File: src/rtl/clk_rst_gen_if.sv
// clk_rst_gen_if: generated clock/reset bundle driven by clk_rst_gen
interface clk_rst_gen_if;
    logic        clk_o;
    logic        rst_no;
    logic        rst_done_o;
    logic [31:0] clk_cnt_o;
    modport master (output clk_o, rst_no, rst_done_o, clk_cnt_o);
    modport slave  (input  clk_o, rst_no, rst_done_o, clk_cnt_o);
endinterface

File: src/rtl/clk_rst_gen_div.sv
// clk_rst_gen_div: divides clk_i by ClkPeriod, flagging the cycles where clk_o rises or falls
module clk_rst_gen_div #(
    parameter int unsigned ClkPeriod = 2
) (
    input  logic clk_i,
    input  logic rst_i,
    output logic clk_o,
    output logic rise_o,
    output logic fall_o
);
    localparam int unsigned Half = ClkPeriod / 2;
    localparam int unsigned DW = Half > 1 ? $clog2(Half) : 1;
    localparam logic [DW-1:0] Last = DW'(Half - 1);
    logic [DW-1:0] div_q;
    logic toggle;
    always_comb begin
        toggle = div_q == Last;
        rise_o = toggle & ~clk_o;
        fall_o = toggle & clk_o;
    end
    always_ff @(posedge clk_i) begin
        if (rst_i) begin
            div_q <= '0;
            clk_o <= 1'b0;
        end else begin
            div_q <= toggle ? '0 : div_q + 1'b1;
            clk_o <= clk_o ^ toggle;
        end
    end
endmodule

File: src/rtl/clk_rst_gen.sv
// clk_rst_gen: divided clock plus an active-low reset held for RstClkCycles clk_o rises
module clk_rst_gen #(
    parameter int unsigned ClkPeriod    = 2,
    parameter int unsigned RstClkCycles = 5
) (
    input logic clk_i,
    input logic rst_i,
    clk_rst_gen_if.master bus
);
    if (ClkPeriod < 2 || ClkPeriod % 2 != 0 || RstClkCycles == 0) begin : g_bad_params
        $fatal(1, "clk_rst_gen: ClkPeriod must be even and >= 2, RstClkCycles >= 1");
    end
    localparam int unsigned CW = RstClkCycles > 0 ? $clog2(RstClkCycles + 1) : 1;
    localparam logic [CW-1:0] RMax = CW'(RstClkCycles);
    logic [CW-1:0] rst_cnt;
    logic rise, fall;
    clk_rst_gen_div #(.ClkPeriod(ClkPeriod)) u_div (
        .clk_i (clk_i),
        .rst_i (rst_i),
        .clk_o (bus.clk_o),
        .rise_o(rise),
        .fall_o(fall)
    );
    // release only on a falling edge so the clk_o domain sees a clean rst_no setup
    always_ff @(posedge clk_i) begin
        if (rst_i) begin
            rst_cnt        <= '0;
            bus.rst_no     <= 1'b0;
            bus.rst_done_o <= 1'b0;
            bus.clk_cnt_o  <= '0;
        end else begin
            rst_cnt <= (rise && !bus.rst_no && rst_cnt != RMax) ? rst_cnt + 1'b1 : rst_cnt;
            if (fall && rst_cnt == RMax) begin
                bus.rst_no     <= 1'b1;
                bus.rst_done_o <= 1'b1;
            end
            bus.clk_cnt_o <= (rise && bus.clk_cnt_o != '1) ? bus.clk_cnt_o + 1'b1 : bus.clk_cnt_o;
        end
    end
endmodule

File: src/flat_wrapper.sv
// flat-port wrapper written by rule: the top's interface ports become plain ports
module clk_rst_gen_flat 
#(
    parameter int unsigned ClkPeriod    = 2,
    parameter int unsigned RstClkCycles = 5
)
  (clk_i, rst_i, bus_clk_o, bus_rst_no, bus_rst_done_o, bus_clk_cnt_o);
  clk_rst_gen_if bus_i ();
  input logic clk_i;
  input logic rst_i;
  output wire logic [$bits(bus_i.clk_o)-1:0] bus_clk_o;
  output wire logic [$bits(bus_i.rst_no)-1:0] bus_rst_no;
  output wire logic [$bits(bus_i.rst_done_o)-1:0] bus_rst_done_o;
  output wire logic [$bits(bus_i.clk_cnt_o)-1:0] bus_clk_cnt_o;
  assign bus_clk_o = bus_i.clk_o;
  assign bus_rst_no = bus_i.rst_no;
  assign bus_rst_done_o = bus_i.rst_done_o;
  assign bus_clk_cnt_o = bus_i.clk_cnt_o;
  clk_rst_gen #(.ClkPeriod(ClkPeriod), .RstClkCycles(RstClkCycles)) u_core (.clk_i(clk_i), .rst_i(rst_i), .bus(bus_i));
endmodule
File: config.mk
export PLATFORM = sky130hd
export DESIGN_NAME = clk_rst_gen_flat
export DESIGN_NICKNAME = d
export VERILOG_FILES = /design/src/rtl/clk_rst_gen_if.sv /design/src/rtl/clk_rst_gen_div.sv /design/src/rtl/clk_rst_gen.sv /design/src/flat_wrapper.sv
export SDC_FILE = /design/constraint.sdc
export NUM_CORES = 1
export LEC_CHECK = 0
export CORE_MARGIN = 2
export CORE_UTILIZATION = 55
export DETAILED_ROUTE_END_ITERATION = 8
export GPL_ROUTABILITY_DRIVEN = 0
export HOLD_SLACK_MARGIN = 0.06
export MAX_ROUTING_LAYER = met4
export PLACE_DENSITY = 0.84
export SYNTH_ARGS = -nofsm -noshare
export SYNTH_HDL_FRONTEND = slang
export SYNTH_HIERARCHICAL = 1
export SYNTH_SLANG_ARGS = --single-unit
export TNS_END_PERCENT = 30
File: constraint.sdc
create_clock -name clk_i -period 5.59 [get_ports clk_i]
set_input_delay 1.118 -clock clk_i [delete_from_list [all_inputs] [get_ports clk_i]]
set_output_delay 1.118 -clock clk_i [all_outputs]
set_load 0.02 [all_outputs]
---- Word-level counts from Yosys, hierarchy flattened ----
Cells that the tools add are included.
cells by class
  add/subtract/negate cells ............... 3
  equal/unequal tests ..................... 3
  bitwise operators ....................... 5
  reductions and logical operators ........ 6
operators with widths
  operator                                       number
  adder 32 x 1 -> 32 bit, second input constant  1
  != test 32 bit, second input constant          1
  logical AND 1 bit                              4
  adder 3 x 1 -> 3 bit, second input constant    1
  equality test 3 bit, second input constant     1
  != test 3 bit, second input constant           1
  AND 1 bit                                      2
  NOT 1 bit                                      2
  OR reduction 2 bit                             1
  adder 1 bit, second input constant             1
  logical NOT 1 bit                              1
  bitwise XOR 1 bit                              1
storage, ports and cells
  flip-flop bits (word level) ............. 38
  input port bits ......................... 2
  output and inout bits ................... 35
  word-level logic and storage cells ...... 22

---- Longest topological paths before layout ----
Gate-level depths: netlist of run 1.
  depth after elaboration ................. 4
  gate-level depth with buffers ........... 8
  gate-level depth less buffers ........... 7

---- Cells and area by module ----
The synthesis of run 1 kept the hierarchy.
modules (own cells, without submodules)
  module           times used  cells an instance  area each (um^2)  seq. area each (um^2)
  clk_rst_gen      1           212                1805.5            720.7
  clk_rst_gen_div  1           8                  80.1              40.0

---- Worst setup path before layout of run 1 ----
OpenSTA, ideal clock, no wires.
  path type ............................... reg-to-reg
  from .................................... register u_core.bus.clk_cnt_o[4]
  to ...................................... register u_core.bus.clk_cnt_o[31]
  library setup time ...................... 121 ps
  arrival time ............................ 2226 ps
  data required time ...................... 5469 ps
  path slack .............................. 3243 ps
  cell stages (with the launch flop) ...... 7
  buffers on the path ..................... 1
  period minus slack after synthesis ...... 2347 ps
  cell sequence ........................... dfxtp_1 -> nand4_2 -> or4_4 -> a211o_1 -> buf_6 -> nor4_1 -> mux2_2
on the way
  cells in the longest elaborated chain, start to end .. 2
  elaborated cells on any way between the ends .. 3
  classes of those cells .................. add/sub (1); eq/ne (1); reduce/logical (1)
RTL lines
  item                                                            line                 RTL
  start, declared                                                 clk_rst_gen_if.sv:7  modport master (output clk_o, rst_no, rst_done_o, clk_cnt_o);
  start signal, assigned                                          clk_rst_gen.sv:37    bus.clk_cnt_o <= (rise && bus.clk_cnt_o != '1) ? bus.clk_cnt_o + 1'b1 : bus.clk_cnt_o;
  branches (longest 2 deep; another with adder 32 x 1 -> 32 bit)  -
Several ways; the timed one is not identified.
A chain may end at the register's enable or synchronous reset.

---- Worst setup path after layout of run 1 ----
  from .................................... register u_core.bus.clk_cnt_o[4]
  to ...................................... output port bus_clk_cnt_o[4]
RTL lines
  item           line                RTL
  end, declared  flat_wrapper.sv:14  output wire logic [$bits(bus_i.clk_cnt_o)-1:0] bus_clk_cnt_o;
No word-level cell between the ends.

==> impl_results.md, run 1 <==
- EDFF count, synth: 0
- Initial DRC count: 179
- # nets final: 265
- Largest net degree at the start of global routing: 39
- Avg Cell Area, Syn: 8.57 um2
- Crit-path cells: clkdlybuf4s50_1
- Synthesized area: 1890 um2
- Adder-Cell Fraction of Synth Area: 0.0332
- I/O pin total: 37
- PwrDens: 197 nW/um2
- Final hold slack: 0.529 ns
- Tmin final: 2.64 ns
- Delay-heaviest family, CP: buffers and inverters
- Starting Density: 0.570
- Share of cells above drive strength 1: 0.0656
- R2R Path End: u_core/bus.clk_cnt_o[31]$_SDFFE_PP0P_
- Clock Latency Late Sink: 0.35 ns
- Worst VDD drop: 0.205 mV
- RSZ-0062 raised after global routing: no
- Routed via count: 1775
- Wl on met1: 1.95 mm
- Static leakage power: 0.000754 uW
- Synth cell types: 41
- Row cnt: 21
- Crit path DAT: 1.53 ns
- Ys flop type: dfxtp_1
- Hold Vio Cnt, Final: 0
- Critical path startpoint: u_core/bus.clk_cnt_o[4]$_SDFFE_PP0P_
- Buf/Inv on CP: 1
- Crit Path Max Fanout: 7
- Post-Synth XOR/XNOR Area: 0.0836
- Critical path type: reg2out
- Synth Warn #: 6
- Status: complete, no violations
- Chip Width: 62.6 um
- Final ANT Viol Nets: 0
- Routed wl met2: 2.05 mm
- Crit-path slowest cell: clkdlybuf4s50_1
- Post-CTS setup buffer count: 0
- Total Routed Length: 4.25 mm
- Complex-gate fraction of the synthesized area: 0.129
- CP Capture Type: output pin
- Dpl hpwl: 2.86 mm
- CTS tree: done
- Root buffer cell: clkbuf_4
- First-pass GRT wire length: 7.40 mm
- Slew margin rel.: 0.647
- Layout Cells excl Fill: 305
- Mux cell area share after synthesis: 0.0113
- Total grt overflow: 0
- CP max stage delay: 0.66 ns
- Syn Nets: 227
- Crit path capture: bus_clk_cnt_o[4]
- Clock transition at path regs: 0.12 ns
- Top cell type's share of synthesized area: 0.403
- Least-Margin Pin Slew: 0.524 ns
- CTS Hold Buffers Added: 0
- Fin crit share: 0.473
- FILL cells: 289
- Hold Path Class: reg2reg
- Die Y: 62.6 um
- Ys async rst share: 0
- Port Buffer Count: 36
- Sequential area share after synthesis: 0.403
- FMAX: 0.378 GHz
- Total core area: 3310 um2
- DRT Pass-1 Iters: 4
- Post-Synth Simple-Gate Area: 0.303
- Area leader, netlist: dfxtp_1
- WP depth: 1
- Syn Inst Count: 220
- Largest family of logic cells by synthesized area: simple AND/OR/NAND/NOR gates
- FF+latch count, synth: 38
- Fin. max-slew vios: 0
- Worst EP required: 4.47 ns
- Worst reg2reg path depth: 5
- Diode count: 0
- Cells after DPL: 297
- Ranking of synthesized cells by area: dfxtp_1 40%, nor2_1 5.4%, nand4_1 4.6%
- All-Layer GR Usage: 0.243
- Reg2reg setup slack: 3.13 ns
- Total CTS buffers: 5
- Drt drc: 0
- Via density: 5.82
- Number of antenna violations at the first check in global routing: 0
- Num Clock Sinks: 38
- DIE AREA: 3910 um2
- RR Startpoint: u_core/bus.clk_cnt_o[4]$_SDFFE_PP0P_
- Met3 wire len: 234 um
- Max cap viols: 0
- # setup viols final: 0
- Max Used Layer: met4
- Post-CTS sizing: 0
- Setup TNS: 0 ns
- Area growth, synth to finish: 24.1%
- Routed WL per cell: 13.9 um
- CP Launch Type: flip-flop
- Final Skew: 0.0146 ns
- Number of global-route vias before repair: 1636
- Longest Clk Path Bufs: 2
- H-tree depth: 2
placed cells by master (no fill, tap or decap), types with 2 or more instances in the layout:
cell and count:
a211oi_1 2, a21o_1 2, a21oi_1 17, and3_1 4, and4_1 6, buf_4 2, clkbuf_4 5, clkdlybuf4s50_1 36
dfxtp_1 38, ha_1 5, inv_1 7, nand2_1 9, nand3_1 13, nand4_1 14, nor2_1 27, nor4_1 6
o211ai_1 3, o21ai_0 9, o31ai_1 5, or3_1 5, or3_2 2, or4_1 6, xnor2_1 10, xor2_1 8
layer usage:
layer,vias to the layer above,global-route usage
met5,-,-
met4,0,0.111
met3,2,0.0541
met2,55,0.372
met1,828,0.306
li1,890,-
Yosys cell counts, types with 2 or more instances:
cell / number
a211oi_1: 2
a21o_1: 2
a21oi_1: 17
and3_1: 4
and4_1: 6
clkbuf_1: 3
dfxtp_1: 38
ha_1: 5
inv_1: 7
nand2_1: 9
nand3_1: 13
nand4_1: 14
nor2_1: 27
nor4_1: 6
o211ai_1: 3
o21ai_0: 9
o31ai_1: 5
or3_1: 5
or3_2: 2
or4_1: 6
xnor2_1: 10
xor2_1: 8
sequential cells by signal, summed over array words and instances (netlist names):
register	cells
u_core/bus.rst_done_o	1
u_core/bus.clk_cnt_o	32
u_core/rst_cnt	3
u_core/u_div/clk_o	1
u_core/u_div/div_q	1
power by group:
part | total [uW] | internal, uW | switching [uW]
Combinational | 27.8 | 11.5 | 16.3
Clock | 153 | 61.0 | 91.7
Sequential | 280 | 275 | 4.61
worst min path at each step:
stage / cells after the start / start / to
floorplan: 2 / u_core/rst_cnt[1]$_SDFFE_PP0P_ / u_core/rst_cnt[1]$_SDFFE_PP0P_
global placement: 2 / u_core/bus.clk_cnt_o[30]$_SDFFE_PP0P_ / u_core/bus.clk_cnt_o[30]$_SDFFE_PP0P_
detailed placement: 2 / u_core/rst_cnt[1]$_SDFFE_PP0P_ / u_core/rst_cnt[1]$_SDFFE_PP0P_
CTS: 2 / u_core/bus.clk_cnt_o[30]$_SDFFE_PP0P_ / u_core/bus.clk_cnt_o[30]$_SDFFE_PP0P_
global route: 2 / u_core/bus.clk_cnt_o[27]$_SDFFE_PP0P_ / u_core/bus.clk_cnt_o[27]$_SDFFE_PP0P_
finish: 2 / u_core/bus.clk_cnt_o[30]$_SDFFE_PP0P_ / u_core/bus.clk_cnt_o[30]$_SDFFE_PP0P_
per-stage QoR:
step / instance area (um2) / utilization / setup slack (ns) / total power (uW)
finish: 2340 / 0.707 / 2.95 / 460
CTS: 2340 / 0.707 / 2.94 / 463
detailed placement: 2280 / 0.689 / 3.19 / 314
floorplan: 1890 / - / 3.24 / 304
global placement: 2280 / 0.689 / 3.21 / 313
global route: 2340 / 0.707 / 2.90 / 481
kinds of logic (layout without fill, tap and decap cells):
logic type               Yosys count  after routing
AND/OR/NAND/NOR                  101            101
AO/OA/AOI/OAI                     41             41
flip-flops                        38             38
XOR/XNOR                          18             18
buffers and inverters             14             53
adder cells (fa/ha/maj)            5              5
multiplexers                       2              2
other                              1              1
layout make-up:
type / count / area, um2 / share of cell area
clock inverter: 1 / 5.00 / 0.00214
tap: 46 / 57.6 / 0.0246
timing repair buffer: 38 / 375 / 0.160
inverter: 7 / 26.3 / 0.0112
multi-input combinational: 168 / 1060 / 0.453
sequential: 38 / 761 / 0.325
clock buffer: 7 / 55.1 / 0.0235
(Power assumes the default switching activity.)
==> run 2: changes to the inputs <==
Settings changed: CORE_UTILIZATION 55 to 51, PLACE_DENSITY 0.84 to 0.79.
Clock period 5.59 ns to 2.6 ns, I/O delays scaled along.
==> run 2 against run 1 <==
  * Clock-buffer cell count down 1
  * Routed wire length grew 0.57%
  * Power is 140% higher
  * Sequential cell count stayed put
==> impl_results.md, run 2 (synthesis results as in run 1) <==
- Final ANT Viol Nets: 0 (unchanged)
- Fin. max-slew vios: 0 (unchanged)
- Die Y: 64.8 um (was 62.6 um)
- Via density: 5.66 (was 5.82)
- Max reg flops: 32 (unchanged)
- Least-Margin Pin Slew: 0.503 ns (was 0.524 ns)
- Min-Delay Endpoint: u_core/bus.rst_done_o$_SDFFE_PP0P_ (was u_core/bus.clk_cnt_o[30]$_SDFFE_PP0P_)
- Post-CTS sizing: 0 (unchanged)
- DRT Pass-1 Iters: 4 (unchanged)
- Root buffer cell: clkbuf_8 (was clkbuf_4)
- Tmin final: 2.35 ns
- Row cnt: 22 (was 21)
- Clock Latency Late Sink: 0.29 ns (was 0.35 ns)
- First-pass GRT wire length: 7.18 mm (was 7.40 mm)
- H-tree depth: 2 (unchanged)
- DIE AREA: 4200 um2 (was 3910 um2)
- Setup TNS: 0 ns (unchanged)
- I/O pin total: 37 (unchanged)
- Worst VDD drop: 0.394 mV (was 0.205 mV)
- Dpl hpwl: 3.13 mm (was 2.86 mm)
- Max cap viols: 0 (unchanged)
- CP Launch Type: flip-flop (unchanged)
- Number of antenna violations at the first check in global routing: 0 (unchanged)
- CTS tree: done (unchanged)
- Total core area: 3610 um2 (was 3310 um2)
- Crit path DAT: 2.53 ns (was 1.53 ns)
- Crit Path Max Fanout: 5 (was 7)
- RSZ-0062 raised after global routing: no (unchanged)
- Port Buffer Count: 36 (unchanged)
- FILL cells: 311 (was 289)
- Critical path startpoint: u_core/bus.clk_cnt_o[0]$_SDFFE_PP0P_ (was u_core/bus.clk_cnt_o[4]$_SDFFE_PP0P_)
- Most frequent cells in the layout: 38 x dfxtp_1, 36 x clkdlybuf4s50_1, 27 x nor2_1 (unchanged)
- Hold Path Class: reg2reg (unchanged)
- Biggest regs: u_core/bus.clk_cnt_o (32), u_core/rst_cnt (3) (unchanged)
- Hold Vio Cnt, Final: 0 (unchanged)
- # nets final: 270 (was 265)
- R2R Path End: u_core/bus.clk_cnt_o[1]$_SDFFE_PP0P_ (was u_core/bus.clk_cnt_o[31]$_SDFFE_PP0P_)
- Critical path type: reg2reg (was reg2out)
- FMAX: 0.425 GHz
- PwrDens: 448 nW/um2 (was 197 nW/um2)
- # setup viols final: 0 (unchanged)
- Post-CTS setup buffer count: 0 (unchanged)
- Worst EP required: 2.77 ns (was 4.47 ns)
- Longest Clk Path Bufs: 2 (unchanged)
- Total Routed Length: 4.27 mm (was 4.25 mm)
- Slew margin rel.: 0.662 (was 0.647)
- Drt drc: 0 (unchanged)
- Biggest register: u_core/bus.clk_cnt_o (unchanged)
- Commonest non-fill, non-tap cell in the layout: dfxtp_1 (unchanged)
- Reg2reg setup slack: 0.25 ns (was 3.13 ns)
- Largest net degree at the start of global routing: 24 (was 39)
- Routed via count: 1767 (was 1775)
- Num Clock Sinks: 38 (unchanged)
- Total grt overflow: 0 (unchanged)
- Diode count: 0 (unchanged)
- Total CTS buffers: 5 (unchanged)
- Clock transition at path regs: 0.07 ns (was 0.12 ns)
- All-Layer GR Usage: 0.225 (was 0.243)
- Share of cells above drive strength 1: 0.0871 (was 0.0656)
- Status: complete, no violations (unchanged)
- Hold path start: u_core/bus.rst_done_o$_SDFFE_PP0P_ (was u_core/bus.clk_cnt_o[30]$_SDFFE_PP0P_)
- Fin crit share: 0.905
- Starting Density: 0.523 (was 0.570)
- Area after DPL: 2320 um2 (was 2280 um2)
- Routed WL per cell: 13.7 um (was 13.9 um)
- Initial DRC count: 125 (was 179)
- Static leakage power: 0.000791 uW (was 0.000754 uW)
- Chip Width: 64.8 um (was 62.6 um)
- Area growth, synth to finish: 28.1% (was 24.1%)
- Final Skew: 0.00540 ns (was 0.0146 ns)
- Min-Delay Path Depth: 2 (unchanged)
- CTS Hold Buffers Added: 0 (unchanged)
- CP Capture Type: flip-flop (was output pin)
- Worst reg2reg path depth: 6 (was 5)
- Number of global-route vias before repair: 1589 (was 1636)
- Final std cell area, no fill: 2410 um2 (was 2340 um2)
- RR Startpoint: u_core/bus.clk_cnt_o[0]$_SDFFE_PP0P_ (was u_core/bus.clk_cnt_o[4]$_SDFFE_PP0P_)
[run 2: through the flow]
| step | utilization | cells | worst slack, ns | hold slack [ns] | total power, uW |
|---|---|---|---|---|---|
| floorplan | - | 220 | 0.253 | 0.481 | 653 |
| global placement | 0.643 | 304 | 0.335 | 0.505 | 677 |
| detailed placement | 0.643 | 304 | 0.272 | 0.505 | 679 |
| CTS | 0.670 | 312 | 0.250 | 0.522 | 1090 |
| global route | 0.670 | 312 | 0.0320 | 0.562 | 1130 |
| finish | 0.670 | 312 | 0.246 | 0.521 | 1080 |
[run 2: how the worst max path moves through the flow]
stage / slack, ns / to / cells past startpoint
floorplan: 0.25 / u_core/bus.clk_cnt_o[31]$_SDFFE_PP0P_ / 6
global placement: 0.33 / u_core/bus.clk_cnt_o[1]$_SDFFE_PP0P_ / 6
detailed placement: 0.27 / u_core/bus.clk_cnt_o[31]$_SDFFE_PP0P_ / 5
CTS: 0.25 / u_core/bus.clk_cnt_o[1]$_SDFFE_PP0P_ / 6
global route: 0.03 / u_core/bus.clk_cnt_o[3]$_SDFFE_PP0P_ / 6
finish: 0.25 / u_core/bus.clk_cnt_o[1]$_SDFFE_PP0P_ / 6
[run 2: metal layers]
layer | GRT usage | vias up | routed length, um | share of wire
li1 | - | 900 | - | -
met2 | 0.362 | 45 | 2020 | 0.47
met4 | 0.0665 | 0 | 45 | 0.011
met1 | 0.281 | 818 | 2000 | 0.47
met3 | 0.0521 | 4 | 205 | 0.048
met5 | - | - | 0 | 0
[run 2: critical path, cell delays in order (launching register included)]
cell and delay, ns:
dfxtp_1 0.41, ha_1 0.23, nand3_1 0.13, or4_2 0.73
o21ai_0 0.45, mux2i_1 0.24, nor2_1 0.05
[run 2: report_power, final]
group | internal (uW) | total [uW] | switching, uW | leakage (uW)
logic | 27.2 | 64.0 | 36.8 | 0.000436
registers | 592 | 601 | 9.73 | 0.000307
clock network | 213 | 417 | 204 | 0.0000472
[run 2: final cells by class]
cell class                      instances  area (um2)  share of cell area
Inverter                                7        26.3              0.0109
Clock inverter                          2        12.5             0.00518
Clock buffer                            6        82.6              0.0342
Sequential cell                        38         761               0.315
Tap cell                               48        60.1              0.0249
Timing Repair Buffer                   43         413               0.171
Multi-Input combinational cell        168        1060               0.439
